**src/rtl/bus_trace_fifo_if.sv**
```systemverilog
// Capture/pop/inspect bundle between the processor-side driver and the trace FIFO.
interface bus_trace_fifo_if #(
   parameter int DEPTH     = 8,
   parameter int WIDTH     = 16,
   parameter int TAG_WIDTH = 5
);
   localparam int CW = $clog2(DEPTH) + 1;

   logic                 capture;
   logic [WIDTH-1:0]     cap_data;
   logic [TAG_WIDTH-1:0] cap_tag;
   logic                 pop_btn;
   logic                 clear;
   logic [WIDTH-1:0]     head_data;
   logic [TAG_WIDTH-1:0] head_tag;
   logic [CW-1:0]        count;
   logic                 empty;
   logic                 full;
   logic                 overflow;

   modport master (
      output capture, cap_data, cap_tag, pop_btn, clear,
      input  head_data, head_tag, count, empty, full, overflow
   );

   modport slave (
      input  capture, cap_data, cap_tag, pop_btn, clear,
      output head_data, head_tag, count, empty, full, overflow
   );
endinterface

```
**src/rtl/bus_trace_fifo.sv**
```systemverilog
// Trace FIFO: stores {tag,data} on each capture, pops on a button rising edge; capture lands at the next edge.
// No backpressure: captures into a full queue are dropped and flagged sticky in overflow unless a pop frees a slot that cycle.
module bus_trace_fifo #(
   parameter int DEPTH     = 8,
   parameter int WIDTH     = 16,
   parameter int TAG_WIDTH = 5
) (
   input logic              clk,
   input logic              rst,
   bus_trace_fifo_if.slave  bus
);
   localparam int AW = $clog2(DEPTH);
   localparam int EW = WIDTH + TAG_WIDTH;
   localparam logic [AW:0] FULL_CNT = (AW+1)'(DEPTH);

   logic [EW-1:0] mem [DEPTH];
   logic [AW-1:0] wr_ptr;
   logic [AW-1:0] rd_ptr;
   logic [AW:0]   cnt;
   logic          ovf;
   logic          pop_btn_q;

   logic flush;
   logic pop_evt;
   logic is_empty;
   logic is_full;
   logic push;
   logic pop;
   logic drop;
   logic [EW-1:0] head;

   assign flush    = rst | bus.clear;
   assign pop_evt  = bus.pop_btn & ~pop_btn_q;
   assign is_empty = (cnt == '0);
   assign is_full  = (cnt == FULL_CNT);

   // A pop in the same cycle frees the slot, so a capture into a full queue still fits.
   assign push = ~flush & bus.capture & (~is_full | pop_evt);
   assign pop  = ~flush & pop_evt & ~is_empty;
   assign drop = ~flush & bus.capture & is_full & ~pop_evt;

   always_ff @(posedge clk) begin
      if (push) begin
         mem[wr_ptr] <= {bus.cap_tag, bus.cap_data};
      end
   end

   always_ff @(posedge clk) begin
      if (flush) begin
         wr_ptr    <= '0;
         rd_ptr    <= '0;
         cnt       <= '0;
         ovf       <= 1'b0;
         pop_btn_q <= bus.pop_btn;
      end else begin
         pop_btn_q <= bus.pop_btn;
         if (push) begin
            wr_ptr <= wr_ptr + 1'b1;
         end
         if (pop) begin
            rd_ptr <= rd_ptr + 1'b1;
         end
         case ({push, pop})
            2'b10:   cnt <= cnt + 1'b1;
            2'b01:   cnt <= cnt - 1'b1;
            default: cnt <= cnt;
         endcase
         if (drop) begin
            ovf <= 1'b1;
         end
      end
   end

   assign head = is_empty ? '0 : mem[rd_ptr];

   assign bus.head_data = head[WIDTH-1:0];
   assign bus.head_tag  = head[EW-1:WIDTH];
   assign bus.count     = cnt;
   assign bus.empty     = is_empty;
   assign bus.full      = is_full;
   assign bus.overflow  = ovf;
endmodule

```
**src/flat_wrapper.sv**
```systemverilog
// flat-port wrapper written by rule: the top's interface ports become plain ports
module bus_trace_fifo_flat 
#(
   parameter int DEPTH     = 8,
   parameter int WIDTH     = 16,
   parameter int TAG_WIDTH = 5
)
  (clk, rst, bus_capture, bus_cap_data, bus_cap_tag, bus_pop_btn, bus_clear, bus_head_data, bus_head_tag, bus_count, bus_empty, bus_full, bus_overflow);
  bus_trace_fifo_if #(.DEPTH(DEPTH), .WIDTH(WIDTH), .TAG_WIDTH(TAG_WIDTH)) bus_i ();
  input logic clk;
  input logic rst;
  input wire logic [$bits(bus_i.capture)-1:0] bus_capture;
  input wire logic [$bits(bus_i.cap_data)-1:0] bus_cap_data;
  input wire logic [$bits(bus_i.cap_tag)-1:0] bus_cap_tag;
  input wire logic [$bits(bus_i.pop_btn)-1:0] bus_pop_btn;
  input wire logic [$bits(bus_i.clear)-1:0] bus_clear;
  output wire logic [$bits(bus_i.head_data)-1:0] bus_head_data;
  output wire logic [$bits(bus_i.head_tag)-1:0] bus_head_tag;
  output wire logic [$bits(bus_i.count)-1:0] bus_count;
  output wire logic [$bits(bus_i.empty)-1:0] bus_empty;
  output wire logic [$bits(bus_i.full)-1:0] bus_full;
  output wire logic [$bits(bus_i.overflow)-1:0] bus_overflow;
  assign bus_i.capture = bus_capture;
  assign bus_i.cap_data = bus_cap_data;
  assign bus_i.cap_tag = bus_cap_tag;
  assign bus_i.pop_btn = bus_pop_btn;
  assign bus_i.clear = bus_clear;
  assign bus_head_data = bus_i.head_data;
  assign bus_head_tag = bus_i.head_tag;
  assign bus_count = bus_i.count;
  assign bus_empty = bus_i.empty;
  assign bus_full = bus_i.full;
  assign bus_overflow = bus_i.overflow;
  bus_trace_fifo #(.DEPTH(DEPTH), .WIDTH(WIDTH), .TAG_WIDTH(TAG_WIDTH)) u_core (.clk(clk), .rst(rst), .bus(bus_i));
endmodule
```
**config.mk**
```make
export PLATFORM = sky130hd
export DESIGN_NAME = bus_trace_fifo_flat
export DESIGN_NICKNAME = d
export VERILOG_FILES = /design/src/rtl/bus_trace_fifo_if.sv /design/src/rtl/bus_trace_fifo.sv /design/src/flat_wrapper.sv
export SDC_FILE = /design/constraint.sdc
export NUM_CORES = 1
export LEC_CHECK = 0
export CORE_MARGIN = 4
export CORE_UTILIZATION = 45
export CTS_CLUSTER_SIZE = 16
export DETAILED_ROUTE_END_ITERATION = 10
export PLACE_DENSITY = 0.61
export SYNTH_ARGS = -nofsm -noshare
export SYNTH_HDL_FRONTEND = slang
export SYNTH_SLANG_ARGS = --single-unit
export TNS_END_PERCENT = 100
```
**constraint.sdc**
```tcl
create_clock -name clk -period 5.7 [get_ports clk]
set_input_delay 1.14 -clock clk [delete_from_list [all_inputs] [get_ports clk]]
set_output_delay 1.14 -clock clk [all_outputs]
set_load 0.02 [all_outputs]
```
# After elaboration in Yosys (flattened, before gate mapping)
# Memory sizes are Yosys's and may differ from the RTL's. A register that Yosys moved wholly into a read port is not among the register bits.
# Index checks and enable logic that the tools add are counted.
[totals] register_bits=12 ramBits=168 output_inout_bits=28 wordCells=35 in_bits=26 n_memories=1
[classes] n_reduce_logical=2 bitwise_logic=14 eq_ne=3 n_addsub=4 muxes=6
[memory_table] memory="u_core.mem" words=8 word_bits=21 read_ports=1 rd_ports_with_merged_regs=1 wr=1 line_no="bus_trace_fifo.sv:16" text="logic [EW-1:0] mem [DEPTH];"
[op_table] operator="$mux W21" count=1
[op_table] operator="$pmux W4 S2" count=1
[op_table] operator="$and A1 B1 Y1" count=7
[op_table] operator="$add A3 B1 Y3 const B" count=2
[op_table] operator="$mux W3" count=2
[op_table] operator="$not A1 Y1" count=5
[op_table] operator="$add A4 B1 Y4 const B" count=1
[op_table] operator="$eq A4 B4 Y1 const B" count=1
[op_table] operator="$logic_not A4 Y1" count=1
[op_table] operator="$sub A4 B1 Y4 const B" count=1
[op_table] operator="$eq A2 B1 Y1 const B" count=1
[op_table] operator="$eq A2 B2 Y1 const B" count=1
[op_table] operator="$mux W1" count=2
[op_table] operator="$or A1 B1 Y1" count=2
[op_table] operator="$reduce_bool A2 Y1" count=1

# Depth between registers and ports, before layout
# Gate-level depths: netlist of run 1.
[depth] word_depth=6 ltp_mapped=12

# Worst setup path after synthesis of run 1
# Ideal clock, no wire load.
[synth_timing] path_type="in2reg" from="input port bus_clear" to="memory u_core.mem[1][0] in the netlist's numbering, enable pin" setup_time_ns=0.452 path_slack_ns=1.394 path_buffers=2 t_arrival_ns=3.853 required_ns=5.248 cell_stages=4 path_cell_list="or2_2 -> clkbuf_1 -> clkbuf_1 -> nor4_1"
[synth_between] elab_chain_cells=6
[synth_rtl] item="from (decl)" line_no="flat_wrapper.sv:16" text="input wire logic [$bits(bus_i.clear)-1:0] bus_clear;"
[synth_rtl] item="$or A1 B1 Y1" line_no="bus_trace_fifo.sv:32" text="assign flush = rst | bus.clear;"
[synth_rtl] item="$not A1 Y1" line_no="bus_trace_fifo.sv:38" text="assign push = ~flush & bus.capture & (~is_full | pop_evt);"
[synth_rtl] item="$and A1 B1 Y1 (2 in series)" line_no="bus_trace_fifo.sv:38"
[synth_rtl] item="$mux W1" line_no="bus_trace_fifo.sv:43" text="if (push) begin"
[synth_rtl] item="$mux W1 (implied by the code)" line_no="bus_trace_fifo.sv:44" text="mem[wr_ptr] <= {bus.cap_tag, bus.cap_data};"
[synth_rtl] item="to (decl)" line_no="bus_trace_fifo.sv:16"
# No other way between the ends.

==> results.sh, run 1 <==
export IMPL_outcome="finished, final reports clean"
export IMPL_fin_skew_ns=0.00981
export IMPL_vias=3438
export IMPL_dieArea_um2=18000
export IMPL_critPathMaxStageDelay_ns=0.70
export IMPL_syn_num_nets=388
export IMPL_vdd_ir_drop_max_v=0.000221
export IMPL_track_usage=0.155
export IMPL_initial_core_util=0.465
export IMPL_antenna_found_initial=0
export IMPL_synth_edf_count=168
export IMPL_relSlewSlack=0.247
export IMPL_ant_nets=0
export IMPL_path_clk_slew_ns=0.06
export IMPL_worst_hold_slack_ns=0.483
export IMPL_tns_ns=0
export IMPL_cts_path_max_buffers=2
export IMPL_cts_sinks=183
export IMPL_cp_max_fo=16
export IMPL_synth_avg_cell_area_um2=20.0
export IMPL_tightest_slew_ns=1.13
export IMPL_setup_viol=0
export IMPL_ys_flop_type="edfxtp_1"
export IMPL_die_h_um=134
export IMPL_drt_vias_per_instance=5.35
export IMPL_rows=45
export IMPL_swShare=0.191
export IMPL_post_cts_buffers=0
export IMPL_antenna_cells=0
export IMPL_drive_above_1_share=0.227
export IMPL_synth_async_sr_flop_share=0
export IMPL_cp_arrival_ns=2.91
export IMPL_p_leak_nw=2.60
export IMPL_synthesis_area_um2=7150
export IMPL_die_x_um=134
export IMPL_drc=0
export IMPL_yosysUniqueCellTypes=38
export IMPL_ys_warn_count=0
export IMPL_dp_cells=611
export IMPL_period_minus_slack_ns=4.05
export IMPL_cts_tree="yes"
export IMPL_grt_remaining_overflow=0
export IMPL_cts_hold_buf=0
export IMPL_gp_congestion=0.747
export IMPL_fin_cells=643
export IMPL_cts_root_buf="clkbuf_16"
export IMPL_hp_class="flip-flop to flip-flop"
export IMPL_grt_pass1_wl_mm=20.7
export IMPL_clk_latency_ns=0.42
export IMPL_ctsResizeCount=0
export IMPL_final_nets=450
export IMPL_htreeDepth=4
export IMPL_maxCapViolations=0
export IMPL_grt_max_degree=43
export IMPL_p_int_mw=2.11
export IMPL_hold_viol=0
export IMPL_path_cells="buf_4 -> mux4_2 -> mux2i_1 -> nor2_1 -> clkdlybuf4s50_1"
export IMPL_clock_fmax_mhz=247
export IMPL_io_buffers=53
export IMPL_dp_slack_ns=2.03
export IMPL_powerDensity_nw_per_um2=307
export IMPL_layout_worst_path_cycle_share=0.711
export IMPL_cts_buffers=17
export IMPL_grt_pass1_vias=3676
export IMPL_ys_seq_elements=183
export IMPL_path_class="flip-flop to output port"
export IMPL_core_area_um2=15400
export IMPL_switchingPower_mw=0.500
export IMPL_totalWireLength_mm=13.1
export IMPL_required_ns=4.56
export IMPL_rsz0062_at_grt="no"
export IMPL_io_pins=54
export IMPL_drt_iter0_markers=271
export IMPL_syn2layout_area_growth_pct=18.9
export IMPL_dr_pass1_iters=4
export IMPL_syn_inst=357
export IMPL_p_seq_frac=0.565
export IMPL_setup_slack_ns=1.65
export IMPL_timing_final_max_slew_violations=0
export IMPL_start_kind="flip-flop"
export IMPL_slowest_stage="dfxtp_2"
export IMPL_dp_hpwl_mm=7.53
export IMPL_wire_per_inst_um=20.4
export IMPL_crit_path_end_kind="output port"
export IMPL_pwr_share_comb=0.027
export IMPL_synth_seq_area_share=0.748
export IMPL_pwr_share_clk=0.409
registers in the layout, indices dropped and copies added (netlist names), named ones only:
register             cells
u_core.bus.count         4
u_core.rd_ptr            3
u_core.wr_ptr            3
u_core.mem             168
u_core.pop_btn_q         1
u_core.bus.overflow      1
cells by family (layout without fill, tap and decap cells):
logic type | Yosys count | in the layout | synth area share
flip-flops | 183 | 183 | 0.748
AO/OA/AOI/OAI | 17 | 17 | 0.0168
AND/OR/NAND/NOR | 64 | 64 | 0.0441
adder cells (fa/ha/maj) | 5 | 5 | 0.00875
buffers and inverters | 20 | 95 | 0.0147
multiplexers | 64 | 64 | 0.163
XOR/XNOR | 4 | 4 | 0.00490
worst paths after layout:
path | startpoint | end | slack [ns] | cells after the start
worst max-delay path | flip-flop | bus_head_data[14] | 1.65 | 5
worst min-delay path | u_core.bus.overflow$_SDFFE_PP0P_ | u_core.bus.overflow$_SDFFE_PP0P_ | 0.48 | 2
worst max register to register | u_core.bus.count[1]$_SDFFE_PP0P_ | u_core.bus.count[2]$_SDFFE_PP0P_ | 3.13 | 11
worst min register to register | u_core.bus.overflow$_SDFFE_PP0P_ | u_core.bus.overflow$_SDFFE_PP0P_ | 0.48 | 2
area by class of cell:
class,instances,area [um^2]
flip-flops and latches,183,5350
well taps,211,264
clock inverters,10,82.6
fillers,1197,6870
repair buffers,62,598
inverters,1,5.00
multi-input cells,154,1750
clock buffers,22,454
stage by stage:
stage / cell area [um^2] / total power, mW / util
after floorplan: 7150 / 1.53 / -
after global placement: 7960 / 1.57 / 0.518
after detailed placement: 7960 / 1.57 / 0.518
after CTS: 8500 / 2.63 / 0.553
after global routing: 8500 / 2.70 / 0.553
final: 8500 / 2.61 / 0.553
power by group through the flow:
| stage | sequential [mW] | combinational (mW) | clock [mW] |
|---|---|---|---|
| after floorplan | 1.50 | 0.0254 | 0 |
| after global placement | 1.50 | 0.0686 | 0 |
| after detailed placement | 1.50 | 0.0706 | 0 |
| after CTS | 1.47 | 0.0708 | 1.09 |
| after global routing | 1.47 | 0.0763 | 1.15 |
| final | 1.47 | 0.0696 | 1.07 |
worst max-delay path: cells and delay by family (launching register included):
kind | cells | cell delay [ns]
buffers and inverters | 2 | 0.98
flip-flops | 1 | 0.70
multiplexers | 2 | 0.74
AND/OR/NAND/NOR | 1 | 0.06
cell usage in the layout, fill, tap and decap left out, types with 2 or more instances in the layout:
cell,count
edfxtp_1,168
clkdlybuf4s50_1,53
mux4_2,42
nor2_1,31
mux2i_1,22
clkbuf_16,17
dfxtp_1,13
nand2_1,9
buf_4,9
clkinv_2,7
o21ai_0,5
ha_1,5
nand3_1,4
a21oi_1,4
clkbuf_1,4
xor2_1,3
nor2_4,3
clkinvlp_4,3
nor2b_1,2
nor3_2,2
nor4_2,2
dfxtp_2,2
synth_stat cells (2+ instances only):
cell type  instances  area (um^2)
buf_1              4         15.0
dfxtp_1           15          300
o21ai_0            5         25.0
clkbuf_1           5         18.8
edfxtp_1         168         5040
a21oi_1            4         20.0
mux4_2            42          946
nand3_1            4         20.0
buf_2              5         25.0
buf_4              4         30.0
mux2i_1           22          220
xor2_1             3         26.3
nor3_1             3         15.0
nor2_1            35          131
nand2_1            9         33.8
nor2b_1            2         12.5
ha_1               5         62.6
nor4_1             2         12.5
per-layer routing:
layer / track usage / wire, um
met4: 0.0549 / 159
met3: 0.0364 / 482
met2: 0.246 / 6550
met1: 0.214 / 5900
met5: 0 / 0
Note: power is estimated with default switching activity, not from simulation.
==> run 2: changes to the inputs <==
Clock period 5.7 ns to 4.05 ns, I/O delays scaled along.
==> run 2 against run 1 <==
Critical path depth is the same; hold slack improved by 0.0043 ns; final area up 1.5%; global-route usage is 0.089 points higher; first-iteration DRC count shrank 20%; flip-flop and latch count stayed put; clock-buffer cell count shrank 4; sequential power up 41%; largest cell class unchanged; utilization grew 0.85 points.
==> results.sh, run 2 (synthesis gave the netlist of run 1 again) <==
export IMPL_tightest_slew_ns=0.764
export IMPL_dp_cells=618
export IMPL_path_cells="buf_12 -> mux4_2 -> mux2i_1 -> nor2_1 -> clkdlybuf4s50_1"
export IMPL_tns_ns=0
export IMPL_initial_core_util=0.465
export IMPL_p_leak_nw=2.67
export IMPL_outcome="finished, final reports clean"
export IMPL_relSlewSlack=0.488
export IMPL_hp_class="flip-flop to flip-flop"
export IMPL_setup_slack_ns=0.570
export IMPL_path_class="flip-flop to output port"
export IMPL_dp_slack_ns=0.669
export IMPL_hold_viol=0
export IMPL_postPlaceCellArea_um2=8060
export IMPL_syn2layout_area_growth_pct=20.7
export IMPL_crit_path_end_kind="output port"
export IMPL_critPathMaxStageDelay_ns=0.64
export IMPL_ant_nets=0
export IMPL_fin_area_um2=8630
export IMPL_drc=0
export IMPL_cts_hold_buf=0
export IMPL_drt_vias_per_instance=5.36
export IMPL_p_total_mw=3.76
export IMPL_grt_pass1_wl_mm=20.8
export IMPL_timing_final_max_slew_violations=0
export IMPL_vdd_ir_drop_max_v=0.000271
export IMPL_layout_common_cells="168 x edfxtp_1, 53 x clkdlybuf4s50_1, 42 x mux4_2, 31 x nor2_1, 22 x mux2i_1"
export IMPL_final_nets=457
export IMPL_dr_pass1_iters=4
export IMPL_die_h_um=134
export IMPL_largest_reg_flops=168
export IMPL_fin_skew_ns=0.00827
export IMPL_cts_buffers=17
export IMPL_post_route_util=0.561
export IMPL_path_clk_slew_ns=0.07
export IMPL_grt_max_degree=43
export IMPL_dp_hpwl_mm=7.65
export IMPL_htreeDepth=4
export IMPL_drt_iter0_markers=216
export IMPL_rsz0062_at_grt="no"
export IMPL_worst_hold_slack_ns=0.487
export IMPL_cp_arrival_ns=2.67
export IMPL_die_x_um=134
export IMPL_totalWireLength_mm=13.0
export IMPL_layout_worst_path_cycle_share=0.859
export IMPL_period_minus_slack_ns=3.48
export IMPL_post_cts_buffers=0
export IMPL_wire_per_inst_um=20.1
export IMPL_grt_pass1_vias=3604
export IMPL_powerDensity_nw_per_um2=436
export IMPL_required_ns=3.24
export IMPL_final_common_cell="edfxtp_1"
export IMPL_whs_path_depth=2
export IMPL_cts_path_max_buffers=2
export IMPL_io_pins=54
export IMPL_grt_remaining_overflow=0
export IMPL_core_area_um2=15400
export IMPL_cts_sinks=183
export IMPL_reg2reg_depth=11
export IMPL_rows=45
export IMPL_cts_tree="yes"
export IMPL_vias=3480
export IMPL_antenna_cells=0
export IMPL_cp_max_fo=16
export IMPL_largest_register="u_core.mem"
export IMPL_fin_cells=649
export IMPL_ctsResizeCount=0
export IMPL_clock_fmax_mhz=287
export IMPL_drive_above_1_share=0.233
export IMPL_clk_latency_ns=0.42
export IMPL_maxCapViolations=0
export IMPL_gp_congestion=0.763
export IMPL_setup_viol=0
export IMPL_dieArea_um2=18000
export IMPL_antenna_found_initial=0
export IMPL_slowest_stage="dfxtp_2"
export IMPL_start_kind="flip-flop"
export IMPL_track_usage=0.156
export IMPL_cts_root_buf="clkbuf_16"
export IMPL_io_buffers=53
[run 2: final cells by class]
cell class | count | area [um^2]
Fill cell | 1174 | 6740
Sequential cell | 183 | 5350
Clock buffer | 18 | 429
Inverter | 1 | 5.00
Multi-Input combinational cell | 154 | 1730
Tap cell | 211 | 264
Timing Repair Buffer | 69 | 713
Clock inverter | 13 | 138
[run 2: worst paths after layout]
path | end | start | slack [ns]
setup / recovery | bus_head_tag[4] | flip-flop | 0.57
hold / removal | u_core.bus.overflow$_SDFFE_PP0P_ | u_core.bus.overflow$_SDFFE_PP0P_ | 0.49
setup reg to reg | u_core.bus.count[2]$_SDFFE_PP0P_ | u_core.bus.count[0]$_SDFFE_PP0P_ | 1.43
hold reg to reg | u_core.bus.overflow$_SDFFE_PP0P_ | u_core.bus.overflow$_SDFFE_PP0P_ | 0.49
[run 2: routing by layer]
| metal | vias up | GRT usage | wire length [um] | share of wire |
|---|---|---|---|---|
| met4 | 0 | 0.0594 | 220 | 0.017 |
| met5 | - | 0 | 0 | 0 |
| li1 | 1579 | - | - | - |
| met3 | 18 | 0.0368 | 424 | 0.033 |
| met2 | 66 | 0.250 | 6340 | 0.49 |
| met1 | 1817 | 0.211 | 6030 | 0.46 |
[run 2: where the power goes]
part	switching, mW	internal, mW
combinational	0.0526	0.0442
clock	0.641	0.951
sequential	0.00386	2.07
[run 2: critical path, delay by kind of cell (launching register included)]
kind,cells,cell delay (ns)
buffers and inverters,2,0.81
flip-flops,1,0.64
multiplexers,2,0.70
AND/OR/NAND/NOR,1,0.09
==> run 3: changes to the inputs <==
Settings changed: DONT_BUFFER_PORTS set to 1, PLACE_DENSITY 0.61 to 0.57.
==> run 3 against run 2 <==
Hold slack lost 0.082 ns; cell count shrank 8.5%; global-route usage grew 0.29 points; via count shrank 5.1%; critical path type unchanged.
==> results.sh, run 3 (synthesis gave the netlist of run 1 again) <==
export IMPL_reg2reg_depth=11
export IMPL_ant_nets=0
export IMPL_wire_per_inst_um=22.4
export IMPL_required_ns=3.24
export IMPL_dp_hpwl_mm=7.48
export IMPL_io_buffers=0
export IMPL_path_class="flip-flop to output port"
export IMPL_grt_pass1_wl_mm=21.1
export IMPL_rows=45
export IMPL_setup_slack_ns=0.954
export IMPL_drc=0
export IMPL_antenna_cells=0
export IMPL_fin_skew_ns=0.00699
export IMPL_final_common_cell="edfxtp_1"
export IMPL_register_area_um2=5350
export IMPL_die_x_um=134
export IMPL_timing_final_max_slew_violations=0
export IMPL_cts_sinks=183
export IMPL_rrSetupSlack_ns=1.24
export IMPL_antenna_found_initial=0
export IMPL_r2r_end="u_core.bus.count[2]$_SDFFE_PP0P_"
export IMPL_vias=3303
export IMPL_cts_buffers=17
export IMPL_drt_vias_per_instance=5.56
export IMPL_grt_max_degree=43
export IMPL_period_minus_slack_ns=3.10
export IMPL_syn2layout_area_growth_pct=13.2
export IMPL_cts_root_buf="clkbuf_16"
export IMPL_io_pins=54
export IMPL_totalWireLength_mm=13.3
export IMPL_maxCapViolations=0
export IMPL_setup_viol=0
export IMPL_post_cts_buffers=0
export IMPL_grt_remaining_overflow=0
export IMPL_crit_path_end_kind="output port"
export IMPL_hp_class="input port to flip-flop"
export IMPL_tightest_slew_ns=0.854
export IMPL_gp_congestion=0.716
export IMPL_fin_cells=594
export IMPL_dp_slack_ns=1.07
export IMPL_largest_register="u_core.mem"
export IMPL_layout_worst_path_cycle_share=0.764
export IMPL_core_area_um2=15400
export IMPL_ctsResizeCount=0
export IMPL_drive_above_1_share=0.269
export IMPL_hold_start="bus_pop_btn"
export IMPL_dr_pass1_iters=4
export IMPL_cts_path_max_buffers=2
export IMPL_cp_max_fo=22
export IMPL_rsz0062_at_grt="no"
export IMPL_outcome="finished, final reports clean"
export IMPL_clock_fmax_mhz=323
export IMPL_cp_arrival_ns=2.29
export IMPL_dieArea_um2=18000
export IMPL_r2r_start="u_core.bus.count[1]$_SDFFE_PP0P_"
export IMPL_powerDensity_nw_per_um2=467
export IMPL_drt_iter0_markers=207
export IMPL_path_clk_slew_ns=0.06
export IMPL_fill_cells=1203
export IMPL_largest_reg_flops=168
export IMPL_grt_pass1_vias=3530
export IMPL_cts_hold_buf=0
export IMPL_worstHoldEndpoint="u_core.pop_btn_q$_DFF_P_"
export IMPL_tns_ns=0
export IMPL_track_usage=0.159
export IMPL_whs_path_depth=0
export IMPL_htreeDepth=4
export IMPL_p_leak_nw=2.48
export IMPL_post_route_util=0.527
export IMPL_start_kind="flip-flop"
export IMPL_cts_tree="yes"
export IMPL_vdd_ir_drop_max_v=0.000284
export IMPL_clk_latency_ns=0.42
export IMPL_multi_input_area_um2=1730
export IMPL_layout_common_cells="168 x edfxtp_1, 42 x mux4_2, 31 x nor2_1, 22 x mux2i_1, 21 x clkbuf_16"
export IMPL_final_nets=401
export IMPL_hold_viol=0
export IMPL_dp_cells=562
export IMPL_initial_core_util=0.465
export IMPL_relSlewSlack=0.426
export IMPL_die_h_um=134
run 3: how the worst max path moves through the flow:
stage                     cells past startpoint      start                               end
after floorplan                               4  bus_clear        u_core.mem[1][0]$_DFFE_PP_
after global placement                        9  bus_clear  u_core.bus.count[2]$_SDFFE_PP0P_
after detailed placement                      9  bus_clear  u_core.bus.count[2]$_SDFFE_PP0P_
after CTS                                     4  flip-flop                 bus_head_data[14]
after global routing                          4  flip-flop                   bus_head_tag[4]
final                                         4  flip-flop                 bus_head_data[14]
run 3: cell type report:
class                           count  area share
Timing Repair Buffer               13      0.0167
Tap cell                          211      0.0326
Inverter                            1    0.000618
Sequential cell                   183       0.660
Clock inverter                      4     0.00263
Clock buffer                       28      0.0731
Multi-Input combinational cell    154       0.214
run 3: worst max-delay path, cell delays in order (launching register included):
cell	delay (ns)
dfxtp_2	0.67
buf_12	0.29
mux4_2	0.52
mux2i_1	0.22
nor2_1	0.15
run 3: where the power goes:
group | total, mW | leakage, nW | internal [mW] | switching (mW)
Combinational | 0.0475 | 0.536 | 0.0180 | 0.0296
Clock | 1.66 | 0.307 | 0.997 | 0.658
Sequential | 2.08 | 1.64 | 2.07 | 0.00423
run 3: layer usage:
layer | wire, um | vias to the layer above | track usage | share of wire
met4 | 195 | 0 | 0.0549 | 0.015
li1 | - | 1467 | - | -
met1 | 5690 | 1745 | 0.202 | 0.43
met5 | 0 | - | 0 | 0
met2 | 6690 | 71 | 0.259 | 0.50
met3 | 729 | 20 | 0.0536 | 0.055
run 3: stage by stage:
| stage | total power, mW | hold WS (ns) | area [um^2] |
|---|---|---|---|
| detailed placement | 2.16 | 0.487 | 7480 |
| floorplan | 2.15 | 0.462 | 7150 |
| finish | 3.78 | 0.405 | 8100 |
| global route | 3.91 | 0.377 | 8100 |
| CTS | 3.82 | 0.378 | 8100 |
| global placement | 2.16 | 0.495 | 7480 |
